### config.mk
export PLATFORM = sky130hd
export DESIGN_NAME = prog_sequencer
export DESIGN_NICKNAME = d
export VERILOG_FILES = /design/src/rtl/prog_seq_pkg.sv /design/src/rtl/sat_counter.sv /design/src/rtl/prog_sequencer.sv
export SDC_FILE = /design/constraint.sdc
export NUM_CORES = 1
export LEC_CHECK = 0
export CORE_MARGIN = 2
export CORE_UTILIZATION = 49
export CTS_CLUSTER_SIZE = 10
export DETAILED_ROUTE_END_ITERATION = 16
export MAX_ROUTING_LAYER = met4
export PLACE_DENSITY = 0.86
export SYNTH_ARGS = -nofsm -noshare
export SYNTH_HDL_FRONTEND = slang
export SYNTH_SLANG_ARGS = --single-unit
### constraint.sdc
create_clock -name Clk -period 4.7 [get_ports Clk]
set_clock_uncertainty 0.1 [all_clocks]
set_input_delay 1.41 -clock Clk [delete_from_list [all_inputs] [get_ports Clk]]
set_output_delay 1.41 -clock Clk [all_outputs]
set_load 0.1 [all_outputs]
### src/rtl/prog_seq_pkg.sv
// Shared types and default constants for the program run-control sequencer.
package prog_seq_pkg;

    localparam int unsigned PC_W_DEF      = 11;
    localparam int unsigned CNT_W_DEF     = 16;
    localparam int unsigned NUM_PROGS_DEF = 3;

    localparam int unsigned BASE0_DEF = 0;
    localparam int unsigned BASE1_DEF = 256;
    localparam int unsigned BASE2_DEF = 512;
    localparam int unsigned BASE3_DEF = 768;

    typedef enum logic [2:0] {
        ST_IDLE,
        ST_ARMED,
        ST_LOAD,
        ST_RUN,
        ST_DONE
    } seq_state_t;

endpackage

### src/rtl/sat_counter.sv
// Saturating up-counter with synchronous clear; holds at all-ones.
module sat_counter #(
    parameter int unsigned W = 16
) (
    input  logic         Clk,
    input  logic         Reset,
    input  logic         clear,
    input  logic         enable,
    output logic [W-1:0] count
);

    always_ff @(posedge Clk) begin
        if (Reset || clear) begin
            count <= '0;
        end else if (enable && (count != '1)) begin
            count <= count + W'(1);
        end
    end

endmodule

### src/rtl/prog_sequencer.sv
// Start/Done run-control sequencer driving PC hold/load and program rotation.
// Optional watchdog timeout enabled by defining PROG_SEQ_WATCHDOG_EN.
module prog_sequencer
    import prog_seq_pkg::*;
#(
    parameter int unsigned     PC_W      = PC_W_DEF,
    parameter int unsigned     CNT_W     = CNT_W_DEF,
    parameter int unsigned     NUM_PROGS = NUM_PROGS_DEF,
    parameter logic [PC_W-1:0] BASE0     = PC_W'(BASE0_DEF),
    parameter logic [PC_W-1:0] BASE1     = PC_W'(BASE1_DEF),
    parameter logic [PC_W-1:0] BASE2     = PC_W'(BASE2_DEF),
    parameter logic [PC_W-1:0] BASE3     = PC_W'(BASE3_DEF)
) (
    input  logic             Clk,
    input  logic             Reset,
    input  logic             Start,
    input  logic             Halt_Req,
    output logic             Pc_Hold,
    output logic             Pc_Load,
    output logic [PC_W-1:0]  Pc_Base,
    output logic [1:0]       Prog_Sel,
    output logic             Done,
    output logic             Timeout,
    output logic [CNT_W-1:0] Cycle_Count
);

    seq_state_t state, next_state;

`ifdef PROG_SEQ_WATCHDOG_EN
    // Trip one count early so DONE lands on the same edge the counter hits all-ones.
    localparam logic [CNT_W-1:0] CNT_MAX = '1;
    localparam logic [CNT_W-1:0] WD_TRIP = CNT_MAX - CNT_W'(1);
    logic wd_trip;
    logic timeout_q;

    assign wd_trip = (Cycle_Count >= WD_TRIP);
`endif

    always_ff @(posedge Clk) begin
        if (Reset) begin
            state <= ST_IDLE;
        end else begin
            state <= next_state;
        end
    end

    always_comb begin
        next_state = state;
        unique case (state)
            ST_IDLE:  if (Start) next_state = ST_ARMED;
            ST_ARMED: if (!Start) next_state = ST_LOAD;
            ST_LOAD:  next_state = ST_RUN;
            ST_RUN: begin
                if (Start) begin
                    next_state = ST_ARMED;
                end else if (Halt_Req) begin
                    next_state = ST_DONE;
`ifdef PROG_SEQ_WATCHDOG_EN
                end else if (wd_trip) begin
                    next_state = ST_DONE;
`endif
                end
            end
            ST_DONE:  if (Start) next_state = ST_ARMED;
            default:  next_state = ST_IDLE;
        endcase
    end

    assign Pc_Hold = (state == ST_IDLE) || (state == ST_ARMED) || (state == ST_DONE);
    assign Pc_Load = (state == ST_LOAD);
    assign Done    = (state == ST_DONE);

    always_ff @(posedge Clk) begin
        if (Reset) begin
            Prog_Sel <= '0;
        end else if ((state == ST_DONE) && Start) begin
            if (Prog_Sel == 2'(NUM_PROGS - 1)) begin
                Prog_Sel <= '0;
            end else begin
                Prog_Sel <= Prog_Sel + 2'd1;
            end
        end
    end

    always_comb begin
        unique case (Prog_Sel)
            2'd0:    Pc_Base = BASE0;
            2'd1:    Pc_Base = BASE1;
            2'd2:    Pc_Base = BASE2;
            default: Pc_Base = BASE3;
        endcase
    end

    sat_counter #(
        .W (CNT_W)
    ) u_cycle_cnt (
        .Clk    (Clk),
        .Reset  (Reset),
        .clear  (state == ST_LOAD),
        .enable (state == ST_RUN),
        .count  (Cycle_Count)
    );

`ifdef PROG_SEQ_WATCHDOG_EN
    always_ff @(posedge Clk) begin
        if (Reset || (state == ST_LOAD)) begin
            timeout_q <= 1'b0;
        end else if ((state == ST_RUN) && !Start && !Halt_Req && wd_trip) begin
            timeout_q <= 1'b1;
        end
    end

    assign Timeout = timeout_q;
`else
    assign Timeout = 1'b0;
`endif

endmodule

After elaboration in Yosys (flattened, before gate mapping)
Cells that the tools add are included.
- bits in registers: 21
- input bits: 4
- output and inout port bits: 33
- logic and storage cells: 31
- add/subtract/negate cells: 2
- equal/unequal tests: 10
- mux-type cells: 7
- reduce and logical (&&, ||, !) cells: 9
- operators by type and width (cell ; number):
    $pmux 10 s3 ; 1
    $add 16x1->16 const B ; 1
    $ne 16x16->1 const B ; 1
    $mux 3 ; 4
    $pmux 3 s4 ; 1
    $eq 3x2->1 const B ; 2
    $eq 3x1->1 const B ; 1
    $eq 3x3->1 const B ; 1
    $logic_not 3->1 ; 1
    $logic_or 1x1->1 ; 3
    $ne 3x3->1 const B ; 1
    $reduce_and 3->1 ; 1
    $add 2x1->2 const B ; 1
    $eq 2x1->1 const B ; 1
    $eq 2x2->1 const B ; 1
    $logic_and 1x1->1 ; 2
    $logic_not 2->1 ; 1
    $mux 2 ; 1
    $ne 2x1->1 const B ; 1
    $ne 2x2->1 const B ; 1
    $reduce_or 2->1 ; 1

Longest topological paths before layout
- depth in word-level cells: 4
- gate-level depth with buffers: 6
- mapped depth without buffers: 5

Hierarchy
A second synthesis with hierarchy kept.
- cell total of the unflattened synthesis: 136
- area total of the unflattened synthesis: 1223.7 µm²
- by module, submodules not included (module ; times used ; cells each ; area each (µm²) ; seq. area each (µm²)):
    sat_counter ; 1 ; 95 ; 847.1 ; 320.3
    prog_sequencer ; 1 ; 41 ; 376.6 ; 100.1

Worst setup path after synthesis
Ideal clock, no wire load.
- kind: reg-to-output
- start: reg state[1]
- end: out Pc_Load
- data arrival time: 2775 ps
- data required time: 3190 ps
- slack: 415 ps
- stages on the path, launching flop included: 2
- buffers on the path: 0
- cells stage by stage: dfxtp_1 nor3b_1
- longest elaborated chain between the ends: 1
- RTL lines (what ; RTL line ; RTL):
    start: declaration ; prog_sequencer.sv:27 ; seq_state_t state, next_state;
    start signal: assignment ; prog_sequencer.sv:43 ; state <= next_state;
    $eq 3x2->1 ; prog_sequencer.sv:70 ; assign Pc_Load = (state == ST_LOAD);
    end: declaration ; prog_sequencer.sv:19 ; output logic Pc_Load,
No other way between the ends.

Final worst setup path
- start: reg state[1]
- end: out Done
- longest elaborated chain between the ends: 1
- RTL lines (what ; RTL line ; RTL):
    $eq 3x3->1 ; prog_sequencer.sv:71 ; assign Done = (state == ST_DONE);
    end: declaration ; prog_sequencer.sv:22 ; output logic Done,
No other way between the ends.

==> results.py <==
metrics = {
    "outcome": {
        "outcome": "finished, final reports clean",
    },
    "synthesis": {
        "synth_xor_area_frac": 0.0150,
        "synth_top_family_by_area": "simple AND/OR/NAND/NOR gates",
        "synth_cell_types": 46,
        "yosysMostFrequentCell": "dfxtp_1",
        "synth_simple_gate_area_share": 0.298,
        "synthMuxAreaShare": 0.0343,
        "yosysTopAreaCell": "dfxtp_1",
        "netlist_area_mm2": 0.00117,
        "netlist_instances": 133,
        "synth_seq_cells": 21,
        "yosys-top-cells-count": "21 x dfxtp_1, 12 x a21oi_1, 10 x buf_4",
        "synth_top_cell_area_share": 0.361,
        "avgSynthCellArea_um2": 8.77,
        "synthAdderAreaFrac": 0.0107,
        "ys.flop_type": "dfxtp_1",
        "synth_compound_area_frac": 0.178,
        "synth_edf_count": 0,
        "yosys-top-cells-area": "dfxtp_1 36%, buf_4 6.4%, a21oi_1 5.2%",
        "yosysWarnings": 0,
        "ys_async_sr_fraction": 0,
        "seq_area_frac_synth": 0.361,
    },
    "finish": {
        "final-seq-area_um2": 420,
        "antenna_cells": 0,
        "final_layout_size_suffix_gt1_frac": 0.0764,
        "fin_cells": 185,
        "nets": 163,
        "multi_input_area_um2": 663,
        "areaGrowthSynthToFinish_pct": 20.9,
        "fillers": 196,
    },
    "sta": {
        "hold_viol_final": 0,
        "worstMarginPinSlew_ns": 0.979,
        "rsz0062_at_grt": "no",
        "setup-tns-final_ns": 0,
        "relSlewSlack": 0.345,
        "min_period_over_period": 0.800,
        "finalSetupViolations": 0,
        "maxSlewViolCount": 0,
        "fmax_mhz": 266,
        "period_minus_slack_ns": 3.76,
    },
    "drt": {
        "num_vias": 1074,
        "drtPass1Iterations": 4,
        "drc": 0,
        "viasPerCell": 5.81,
        "wl_per_cell_um": 13.7,
        "routed_wl_um": 2540,
        "ant_nets": 0,
        "first_iter_violations": 30,
    },
    "global_route": {
        "antenna_found_initial": 0,
        "grt_pass1_vias": 998,
        "grt_pass1_wl_um": 4190,
        "grt-ovfl-total": 0,
        "grt_max_degree": 18,
        "grt_usage": 0.202,
    },
    "critical_path": {
        "cp_cell_sequence": "nor2_1, and2_1, clkdlybuf4s50_1",
        "critPathLaunchType": "flop",
        "crit_fanout": 8,
        "r2r_cells": 5,
        "cp.required_ns": 3.19,
        "crit_start": "state[1]",
        "crit_slowest_cell": "clkdlybuf4s50_1",
        "r2r_setup_slack_ns": 2.46,
        "cp.arrival_ns": 2.25,
        "endpoint_kind": "output port",
        "r2r_start": "u_cycle_cnt.count[0]",
        "critical_path_class": "flop to output port",
        "critical_path.max_stage_delay_ns": 1.14,
        "setup.worst_path.end": "Done",
        "r2r_end": "u_cycle_cnt.count[1]",
    },
    "clock_network": {
        "tritoncts": "done",
        "postCtsSetupRepairBufs": 0,
        "cts_root_buf": "clkbuf_4",
        "cts_buffers": 3,
        "insertion_delay_ns": 0.30,
        "clk_pin_slew_ns": 0.11,
        "post_cts_resized": 0,
        "htree_levels": 1,
        "cts.sinks": 21,
        "cts_buffer_depth": 2,
        "cts_hold_buf": 0,
    },
    "placed_design": {
        "hpwlAfterDp_um": 1910,
        "io_buffers": 26,
        "placed_cells_incl_taps": 181,
        "gp_congestion": 0.865,
    },
    "pwr": {
        "p_comb_frac": 0.207,
        "power_uw": 339,
        "power_density_mw_per_mm2": 240,
        "leakage_uw": 0.000494,
        "p_sw_frac": 0.343,
        "clkPwrFrac": 0.253,
        "irDropWorstVdd_mv": 0.170,
        "sequentialPowerShare": 0.540,
        "p_sw_uw": 116,
        "p_int_uw": 223,
    },
    "floorplan": {
        "dieArea_mm2": 0.00279,
        "fp.dieH_um": 52.8,
        "ios": 37,
        "start_util": 0.522,
        "num_rows": 17,
        "die_w_um": 52.8,
        "coreArea_mm2": 0.00223,
    },
    "job": {
        "cap_violations": 0,
    },
    "worst_hold_path": {
        "hold_path_class": "flop to flop",
    },
}
## through the flow
step                hold WS (ns)   util  setup slack [ns]  area (um2)
floorplan                  0.430      -             0.415        1200
global placement           0.383  0.620              1.38        1380
detailed placement         0.385  0.620              1.31        1380
CTS                        0.401  0.631             0.961        1410
global route               0.430  0.631             0.873        1410
finish                     0.401  0.631             0.942        1410
## power groups by stage
| stage | clock [uW] | combinational [uW] | sequential, uW |
|---|---|---|---|
| after floorplan | 0 | 66.0 | 189 |
| after global routing | 95.5 | 72.5 | 184 |
| after global placement | 0 | 68.8 | 186 |
| after CTS | 88.0 | 69.9 | 183 |
| after detailed placement | 0 | 69.8 | 187 |
| final | 85.8 | 70.0 | 183 |
## layout by cell type, fill, tap and decap left out, drive strengths merged, types with 2 or more instances in the layout
master,Yosys,layout
clkdlybuf4s50,0,25
dfxtp,21,21
a21oi,12,12
conb,1,10
nor2,9,9
or3,8,8
nand2,8,8
nand3,6,6
o21ai,5,5
nand4,5,5
mux2i,4,4
clkbuf,2,4
o31ai,3,3
or4,3,3
and3,3,3
nor4,3,3
xor2,2,2
inv,2,2
nor3,2,2
nand3b,2,2
o21a,2,2
o41ai,2,2
## critical path: cells and delay by family (launching register included)
kind	cells	cell delay (ns)
buf+inv	1	1.14
flops	1	0.40
simple gates	2	0.41
## logic make-up (layout without fill, tap and decap cells)
family | count (synthesis) | in the layout
and+or+nand+nor | 57 | 57
AOI/OAI and AO/OA | 30 | 30
DFF | 21 | 21
buffers and inverters | 17 | 32
muxes | 4 | 4
xor gates and xnor gates | 2 | 2
adders and majority gates | 1 | 1
other | 1 | 10
## registers in the layout, summed over array words and instances (netlist names)
name and flops:
state 3, Prog_Sel 2, u_cycle_cnt.count 16
## area by class of cell
cell class / instances / area share
Inverter: 2 / 0.00532
Timing Repair Buffer: 26 / 0.183
Tap cell: 28 / 0.0248
Clock buffer: 4 / 0.0186
Multi-Input combinational cell: 104 / 0.470
Sequential cell: 21 / 0.298
## how the worst min path moves through the flow
stage	start	endpoint	slack [ns]	cells past startpoint
floorplan	state[2]	state[0]	0.43	1
global placement	u_cycle_cnt.count[15]	u_cycle_cnt.count[15]	0.38	2
detailed placement	u_cycle_cnt.count[15]	u_cycle_cnt.count[15]	0.39	2
CTS	u_cycle_cnt.count[15]	u_cycle_cnt.count[15]	0.40	2
global route	u_cycle_cnt.count[15]	u_cycle_cnt.count[15]	0.43	2
finish	u_cycle_cnt.count[15]	u_cycle_cnt.count[15]	0.40	2
## per-layer routing
layer,GRT usage,up-vias,part of all wire
li1,-,531,-
met1,0.242,505,0.45
met2,0.342,36,0.49
met3,0.0371,2,0.057
met4,0.0641,0,0.0043
met5,-,-,0
Note: power is estimated with default switching activity, not from simulation.
